==> config.mk <==
export PLATFORM = sky130hd
export DESIGN_NAME = tone_generator
export DESIGN_NICKNAME = d
export VERILOG_FILES = /design/src/rtl/tone_generator.sv
export SDC_FILE = /design/constraint.sdc
export NUM_CORES = 1
export LEC_CHECK = 0
export CORE_MARGIN = 1
export CORE_UTILIZATION = 29
export DETAILED_ROUTE_END_ITERATION = 10
export RECOVER_POWER = 25
export SYNTH_ARGS = -nofsm -noshare
export SYNTH_HDL_FRONTEND = slang
export SYNTH_SLANG_ARGS = --single-unit
==> constraint.sdc <==
create_clock -name clk -period 3.5 [get_ports clk]
set_clock_uncertainty 0.1 [all_clocks]
set_input_delay 0.525 -clock clk [delete_from_list [all_inputs] [get_ports clk]]
set_output_delay 0.525 -clock clk [all_outputs]
set_load 0.1 [all_outputs]
==> src/rtl/tone_generator.sv <==
// Square-wave tone generator driven by the song player's note/duration/play_enable handshake.
// Optional ARTIC_GAP_EN adds a silent articulation tail at the end of each note.
module tone_generator #(
  parameter int unsigned GAP_CYCLES = 120000
) (
  input  logic        clk,
  input  logic        rst,
  input  logic [7:0]  note,
  input  logic [23:0] duration,
  input  logic        play_enable,
  output logic        beep,
  output logic        tone_on,
  output logic        note_done,
  output logic        busy
);

  typedef enum logic [1:0] {StIdle, StTone, StGap} state_e;

  state_e      state_q, state_d;
  logic        pe_q;
  logic        start;
  logic [23:0] dur_cnt_q, dur_cnt_d;
  logic [15:0] half_cnt_q, half_cnt_d;
  logic [15:0] hp_q, hp_d, hp_lut;
  logic        audible_q, audible_d;
  logic        beep_q, beep_d;
  logic        done_q, done_d;
  logic        tone_end;
`ifdef ARTIC_GAP_EN
  logic [23:0] gap_q, gap_d;
`endif

  assign start = play_enable & ~pe_q;

  always_comb begin
    hp_lut = 16'd0;
    case (note)
      8'd1:    hp_lut = 16'd22934;
      8'd2:    hp_lut = 16'd20432;
      8'd3:    hp_lut = 16'd18202;
      8'd4:    hp_lut = 16'd17181;
      8'd5:    hp_lut = 16'd15306;
      8'd6:    hp_lut = 16'd13636;
      8'd7:    hp_lut = 16'd12149;
      8'd8:    hp_lut = 16'd11467;
      8'd9:    hp_lut = 16'd10216;
      8'd10:   hp_lut = 16'd9101;
      8'd11:   hp_lut = 16'd8590;
      8'd12:   hp_lut = 16'd7653;
      8'd13:   hp_lut = 16'd6818;
      8'd14:   hp_lut = 16'd6074;
      8'd15:   hp_lut = 16'd5733;
      8'd16:   hp_lut = 16'd5108;
      default: hp_lut = 16'd0;
    endcase
  end

  // With the gap enabled, TONE hands over once only the gap's worth of cycles remain.
`ifdef ARTIC_GAP_EN
  assign tone_end = (dur_cnt_q == gap_q + 24'd1);
`else
  assign tone_end = (dur_cnt_q == 24'd1);
`endif

  always_comb begin
    state_d    = state_q;
    dur_cnt_d  = dur_cnt_q;
    half_cnt_d = half_cnt_q;
    hp_d       = hp_q;
    audible_d  = audible_q;
    beep_d     = beep_q;
    done_d     = 1'b0;
`ifdef ARTIC_GAP_EN
    gap_d      = gap_q;
`endif
    case (state_q)
      StIdle: begin
        beep_d = 1'b0;
        if (start) begin
          hp_d       = hp_lut;
          audible_d  = (note != 8'd0) && (note <= 8'd16);
          dur_cnt_d  = duration;
          half_cnt_d = 16'd0;
`ifdef ARTIC_GAP_EN
          if (GAP_CYCLES < {8'd0, duration}) gap_d = GAP_CYCLES[23:0];
          else                               gap_d = duration - 24'd1;
`endif
          if (duration == 24'd0) done_d = 1'b1;
          else                   state_d = StTone;
        end
      end
      StTone: begin
        dur_cnt_d = dur_cnt_q - 24'd1;
        if (half_cnt_q == hp_q - 16'd1) begin
          half_cnt_d = 16'd0;
          beep_d     = audible_q & ~beep_q;
        end else begin
          half_cnt_d = half_cnt_q + 16'd1;
        end
        // Completion takes priority over a simultaneous play_enable drop.
        if (tone_end) begin
          beep_d = 1'b0;
`ifdef ARTIC_GAP_EN
          if (gap_q != 24'd0) begin
            state_d = StGap;
          end else begin
            state_d = StIdle;
            done_d  = 1'b1;
          end
`else
          state_d = StIdle;
          done_d  = 1'b1;
`endif
        end else if (!play_enable) begin
          state_d = StIdle;
          beep_d  = 1'b0;
        end
      end
`ifdef ARTIC_GAP_EN
      StGap: begin
        dur_cnt_d = dur_cnt_q - 24'd1;
        beep_d    = 1'b0;
        if (dur_cnt_q == 24'd1) begin
          state_d = StIdle;
          done_d  = 1'b1;
        end else if (!play_enable) begin
          state_d = StIdle;
        end
      end
`endif
      default: begin
        state_d = StIdle;
        beep_d  = 1'b0;
      end
    endcase
  end

  always_ff @(posedge clk) begin
    if (rst) begin
      state_q    <= StIdle;
      pe_q       <= 1'b0;
      dur_cnt_q  <= 24'd0;
      half_cnt_q <= 16'd0;
      hp_q       <= 16'd0;
      audible_q  <= 1'b0;
      beep_q     <= 1'b0;
      done_q     <= 1'b0;
`ifdef ARTIC_GAP_EN
      gap_q      <= 24'd0;
`endif
    end else begin
      state_q    <= state_d;
      pe_q       <= play_enable;
      dur_cnt_q  <= dur_cnt_d;
      half_cnt_q <= half_cnt_d;
      hp_q       <= hp_d;
      audible_q  <= audible_d;
      beep_q     <= beep_d;
      done_q     <= done_d;
`ifdef ARTIC_GAP_EN
      gap_q      <= gap_d;
`endif
    end
  end

  assign beep      = beep_q;
  assign note_done = done_q;
  assign busy      = (state_q != StIdle);
  assign tone_on   = (state_q == StTone) && audible_q;

endmodule

== After elaboration in Yosys (flattened, before gate mapping) ==
Memory sizes are Yosys's and may differ from the RTL's.
Cells that the tools add are included.
W data, S select, Z words.
Word-level totals
  output and inout bits: 4
  input bits: 35
  memories kept: 1
  flip-flop bits (word level): 62
  ROM bits: 480
  logic and storage cells: 52
Memory list
  (name not given): words 32, bits a word 15, read ports 1, clocked after memory_dff 0, wr ports 0, RTL line 37  | case (note)
Cells by class
  equality and inequality tests: 6
  bitwise operators: 6
  muxes and demuxes: 15
  order comparisons: 1
  add/subtract/negate cells: 3
  reductions and logical operators: 12
Operators with widths (number)
  $mux W16: 3
  $pmux W24 S2: 1
  $pmux W16 S2: 1
  $eq A24 B1 Y1 const B: 1
  $logic_not A24 Y1: 1
  $mux W24: 1
  $sub A24 B1 Y24 const B: 1
  $add A16 B1 Y16 const B: 1
  $eq A16 B16 Y1: 1
  $sub A16 B1 Y16 const B: 1
  $le A8 B5 Y1 const B: 1
  $mux W2: 4
  $reduce_bool A8 Y1: 1
  $ne A2 B2 Y1 const B: 2
  $not A1 Y1: 4
  $pmux W2 S2: 1
  $reduce_and A2 Y1: 2
  $reduce_bool A2 Y1: 2
  $reduce_or A4 Y1: 1
  $logic_not A3 Y1: 1
  $mux W1: 3
  $ne A3 B3 Y1 const B: 1
  $reduce_and A3 Y1: 1
  $and A1 B1 Y1: 2
  other kinds (4): 5

== Longest topological paths before layout ==
  depth after elaboration: 4
  gate-level depth with buffers: 11
  gate-level depth less buffers: 9

== Worst setup path before layout ==
OpenSTA, ideal clock, no wires.
  path type: register -> output
  from: reg state_q[0]
  to: out tone_on
  slack: 257 ps
  cell stages (with the launch flop): 5
  arrival: 2618 ps
  path through: dfxtp_1 clkbuf_1 clkbuf_1 clkbuf_1 and2_1
On the way
  cells in the longest elaborated chain, start to end: 2
RTL lines
  from (decl): RTL line 19  | state_e state_q, state_d;
  from (signal assigned): RTL line 140  | state_q <= StIdle;
  from (signal assigned): RTL line 152  | state_q <= state_d;
  $eq A2 B1 Y1: RTL line 169  | assign tone_on = (state_q == StTone) && audible_q;
  $logic_and A1 B1 Y1: RTL line 169
  to (decl): RTL line 12  | output logic tone_on,
No other way between the ends.

== Worst setup path in the final report ==
  from: reg state_q[0]
  to: out busy
On the way
  cells in the longest elaborated chain, start to end: 1
RTL lines
  $reduce_bool A2 Y1: RTL line 168  | assign busy = (state_q != StIdle);
  to (decl): RTL line 14  | output logic busy
No other way between the ends.

==> results.rst <==
.. list-table::
   :header-rows: 1

   * - Metric
     - Value
   * - Outcome
     - finished with violations
   * - Failing checks
     - capacitance limit, slew limit
   * - Hold Path Class
     - flip-flop to flip-flop
   * - Post-synth EDFFs
     - 0
   * - Family with the most delay on the worst path
     - buffers and inverters
   * - Vertical die dimension
     - 118 um
   * - Nature of the critical path startpoint
     - flip-flop
   * - Final weighted congestion in routability-driven placement
     - 0.820
   * - Portion of the post-synthesis area used by sequential elements
     - 0.307
   * - Site row count
     - 42
   * - Most frequent cells in the layout
     - 62 x sky130_fd_sc_hd__nand2_1, 60 x sky130_fd_sc_hd__dfxtp_1, 55 x sky130_fd_sc_hd__nor2_1, 35 x sky130_fd_sc_hd__clkdlybuf4s50_1
   * - Flip-flop and latch count after synthesis
     - 60
   * - Nets in the synthesized netlist
     - 566
   * - Share of post-route cells with drive strength above 1
     - 0.0560
   * - Sum of negative setup slack
     - 0 ns
   * - Number of antenna-violating nets in the routed design
     - 0
   * - Startpoint of the worst-slack reg-to-reg timing path
     - hp_q[0]$_SDFFE_PP0P_
   * - Synth area leader
     - sky130_fd_sc_hd__dfxtp_1
   * - CP arrival
     - around 2.5 ns
   * - Min setup slack post-route
     - 0.374 ns
   * - Min Clock Period, post-route
     - 3.13 ns
   * - RSZ-0062 raised after global routing
     - no
   * - Depth of the critical timing path with buffers and inverters included
     - 2
   * - Bufs on Longest Clock Path
     - 2
   * - Die Footprint
     - 0.0140 sq mm
   * - Area contributors post-synth
     - sky130_fd_sc_hd__dfxtp_1 31%, sky130_fd_sc_hd__nand2_1 5.9%, sky130_fd_sc_hd__nor2_1 5.3%
   * - Cell area after synthesis
     - 0.00391 sq mm
   * - Number of buffers added for setup after CTS
     - 0
   * - Layout-stage area growth over the synthesis result
     - 21.5%
   * - Floorplan Core Area
     - between 0.01 and 0.015 sq mm
   * - Leakage
     - 1.67 nW
   * - Most common flop cell mapped by yosys
     - sky130_fd_sc_hd__dfxtp_1
   * - Worst Setup EP
     - busy
   * - Die Span X
     - about 120 um
   * - Synth cell types
     - 63
   * - Transition time at the pin with the least slew margin
     - slightly above 2 ns
   * - P per Cell Area
     - around 430 mW/mm^2
   * - Post-synth ARST share
     - 0
   * - Most frequent CP cell
     - sky130_fd_sc_hd__clkbuf_1
   * - Most common library cell in the layout ignoring fill and taps
     - sky130_fd_sc_hd__nand2_1
   * - Clock slew at reported path FFs
     - 0.05 ns
   * - CTS tree
     - done
   * - Final-report max-slew violation count
     - 46
   * - Count of buffer and inverter cells on the critical path
     - 2
   * - Post-synth top area share
     - 0.307
   * - Total CTS buffers
     - 9
   * - Antenna fix cells
     - 0
   * - Hold_buf cts
     - 0
   * - WL per Instance
     - 14.4 um
   * - Mean Syn Cell Area
     - 7.48 sq um
   * - Count of cells along the worst register-to-register path
     - 10
   * - Worst slew margin relative to its limit
     - -0.370
   * - Initial Utilization
     - 0.297
   * - Vias after detailed routing
     - 3898
   * - Count of routing violations after the opening detailed-route iteration
     - 242
   * - Placement Setup Slack
     - between 0.6 and 0.7 ns
   * - Crit path kind
     - flip-flop to output port
   * - Number of levels the H-tree was split into
     - 3
   * - CTS Sinks
     - 60
   * - DRC violation count after routing
     - 0
   * - CTS root buffer
     - sky130_fd_sc_hd__clkbuf_16
   * - Required time of the critical path
     - 2.87 ns
   * - Final setup violating endpoints
     - 0
   * - Total Power
     - 2.06 mW
   * - CP cell instances
     - clkbuf_1 -> clkbuf_1
   * - Gate Count Post-Synth
     - 523
   * - Worst supply voltage drop on vdd
     - between 200 and 300 uV
   * - End of the worst register-to-register path
     - half_cnt_q[12]$_SDFFE_PP0P_
   * - Maximum number of pins on one net before global-route repair
     - between 40 and 50
   * - Drt via density
     - 5.34
   * - Number of hold-slack violations in the final timing report
     - 0
   * - IO Port Bufs
     - 38
   * - Critical Path Source
     - state_q[0]$_SDFFE_PP0P_
   * - Slowest stage cell on the critical path
     - sky130_fd_sc_hd__clkbuf_1
   * - Largest driver fanout on the critical path
     - 27
   * - Antenna violations before repair
     - 0
   * - Number of global-route vias before repair
     - 3635
   * - Crit path largest cell delay
     - 0.93 ns
   * - Max-capacitance violation count
     - 1
   * - Sum of net half-perimeters after detailed placement
     - around 7500 um
   * - Ports
     - 39
   * - Detailed Route WL
     - roughly 10000 um
   * - Share of the cycle needed by the critical path after routing
     - 0.893
   * - First-pass GRT wire length
     - 17900 um
   * - Endpoint kind of the worst setup timing path
     - output port
   * - Final Net Count
     - 592
   * - Number of synthesis warnings
     - 0
   * - Detailed Routing Iterations Pass 1
     - 4
   * - Post_cts resized
     - 0
   * - GRT Overall Usage
     - 0.159
   * - Clock latency on the worst-skew pair
     - 0.33 ns
   * - Register-to-Register Setup Slack
     - 0.61 ns
   * - Global-route congestion overflow total
     - 0
   * - Maximum clock rate
     - 320 MHz
==> per-stage QoR <==
stage / hold slack (ns) / utilization / cells / cell area [sq um]
after global routing: 0.425 / 0.360 / 730 / 4750
after detailed placement: 0.383 / 0.337 / 714 / 4440
after floorplan: 0.358 / - / 523 / 3910
after CTS: 0.398 / 0.361 / 730 / 4760
final: 0.401 / 0.360 / 730 / 4750
after global placement: 0.376 / 0.337 / 714 / 4440
==> kinds of logic (layout without fill, tap and decap cells) <==
group                      count (synthesis)  in the layout  share of synthesized area
and+or+nand+nor                          235            235                      0.308
AOI/OAI and AO/OA                        141            141                      0.238
DFF                                       60             60                      0.307
buffers and inverters                     47             78                     0.0480
xor gates and xnor gates                  27             27                     0.0604
adders and majority gates                  8              8                     0.0256
muxes                                      5              5                     0.0131
==> sequential cells by signal, indices dropped and copies added (netlist names) <==
signal      cells
audible_q       1
beep            1
dur_cnt_q      24
half_cnt_q     16
hp_q           15
note_done       1
pe_q            1
state_q         1
==> how the worst min path moves through the flow <==
stage | start | endpoint | slack (ns) | depth (start not counted)
after global placement | dur_cnt_q[11]$_SDFFE_PP0P_ | dur_cnt_q[11]$_SDFFE_PP0P_ | 0.38 | 2
after floorplan | dur_cnt_q[11]$_SDFFE_PP0P_ | dur_cnt_q[11]$_SDFFE_PP0P_ | 0.36 | 2
after CTS | dur_cnt_q[11]$_SDFFE_PP0P_ | dur_cnt_q[11]$_SDFFE_PP0P_ | 0.40 | 2
after detailed placement | beep$_SDFFE_PP0P_ | beep$_SDFFE_PP0P_ | 0.38 | 2
after global routing | beep$_SDFFE_PP0P_ | beep$_SDFFE_PP0P_ | 0.43 | 2
final | beep$_SDFFE_PP0P_ | beep$_SDFFE_PP0P_ | 0.40 | 2
==> worst min-delay path, stage by stage, from the launching register on <==
cell and delay [ns]:
sky130_fd_sc_hd__dfxtp_1 0.33, sky130_fd_sc_hd__nand2_1 0.08, sky130_fd_sc_hd__a21oi_2 0.05
==> routing by layer <==
metal	global-route usage	share of wire	vias up
met5	0	0	-
met4	0.0577	0.010	0
met3	0.0246	0.036	7
met2	0.247	0.46	79
met1	0.220	0.49	1824
li1	-	-	1988
==> cell usage after synthesis, drive strengths merged, types with 3 or more instances <==
library cell and n:
o211ai 4, a211o 3, nand4 14, or3 4, a311oi 4, inv 14, dfxtp 60, nor3 15
nand2 62, xnor2 13, nand2b 8, and2 4, buf 4, a41oi 3, o21ai 33, mux2i 4
a21oi 34, nor2b 9, nor2 55, o311ai 7, and3 10, clkbuf 28, a211oi 15, nor4 19
ha 8, xor2 14, and4 3, a22oi 7, a31oi 9, nand3 18, a2111oi 4, nand3b 3
==> final cells by class <==
class | count | area, sq um
Clock buffer | 12 | 246
Clock inverter | 4 | 72.6
Fill cell | 1376 | 8440
Inverter | 15 | 56.3
Multi-Input combinational cell | 416 | 2520
Sequential cell | 60 | 1200
Tap cell | 176 | 220
Timing Repair Buffer | 47 | 432
==> report_power, final <==
part	leakage (nW)	switching, mW	internal (mW)
Combinational	1.03	0.201	0.143
Clock	0.153	0.320	0.642
Sequential	0.489	0.0359	0.716
(Power assumes the default switching activity.)
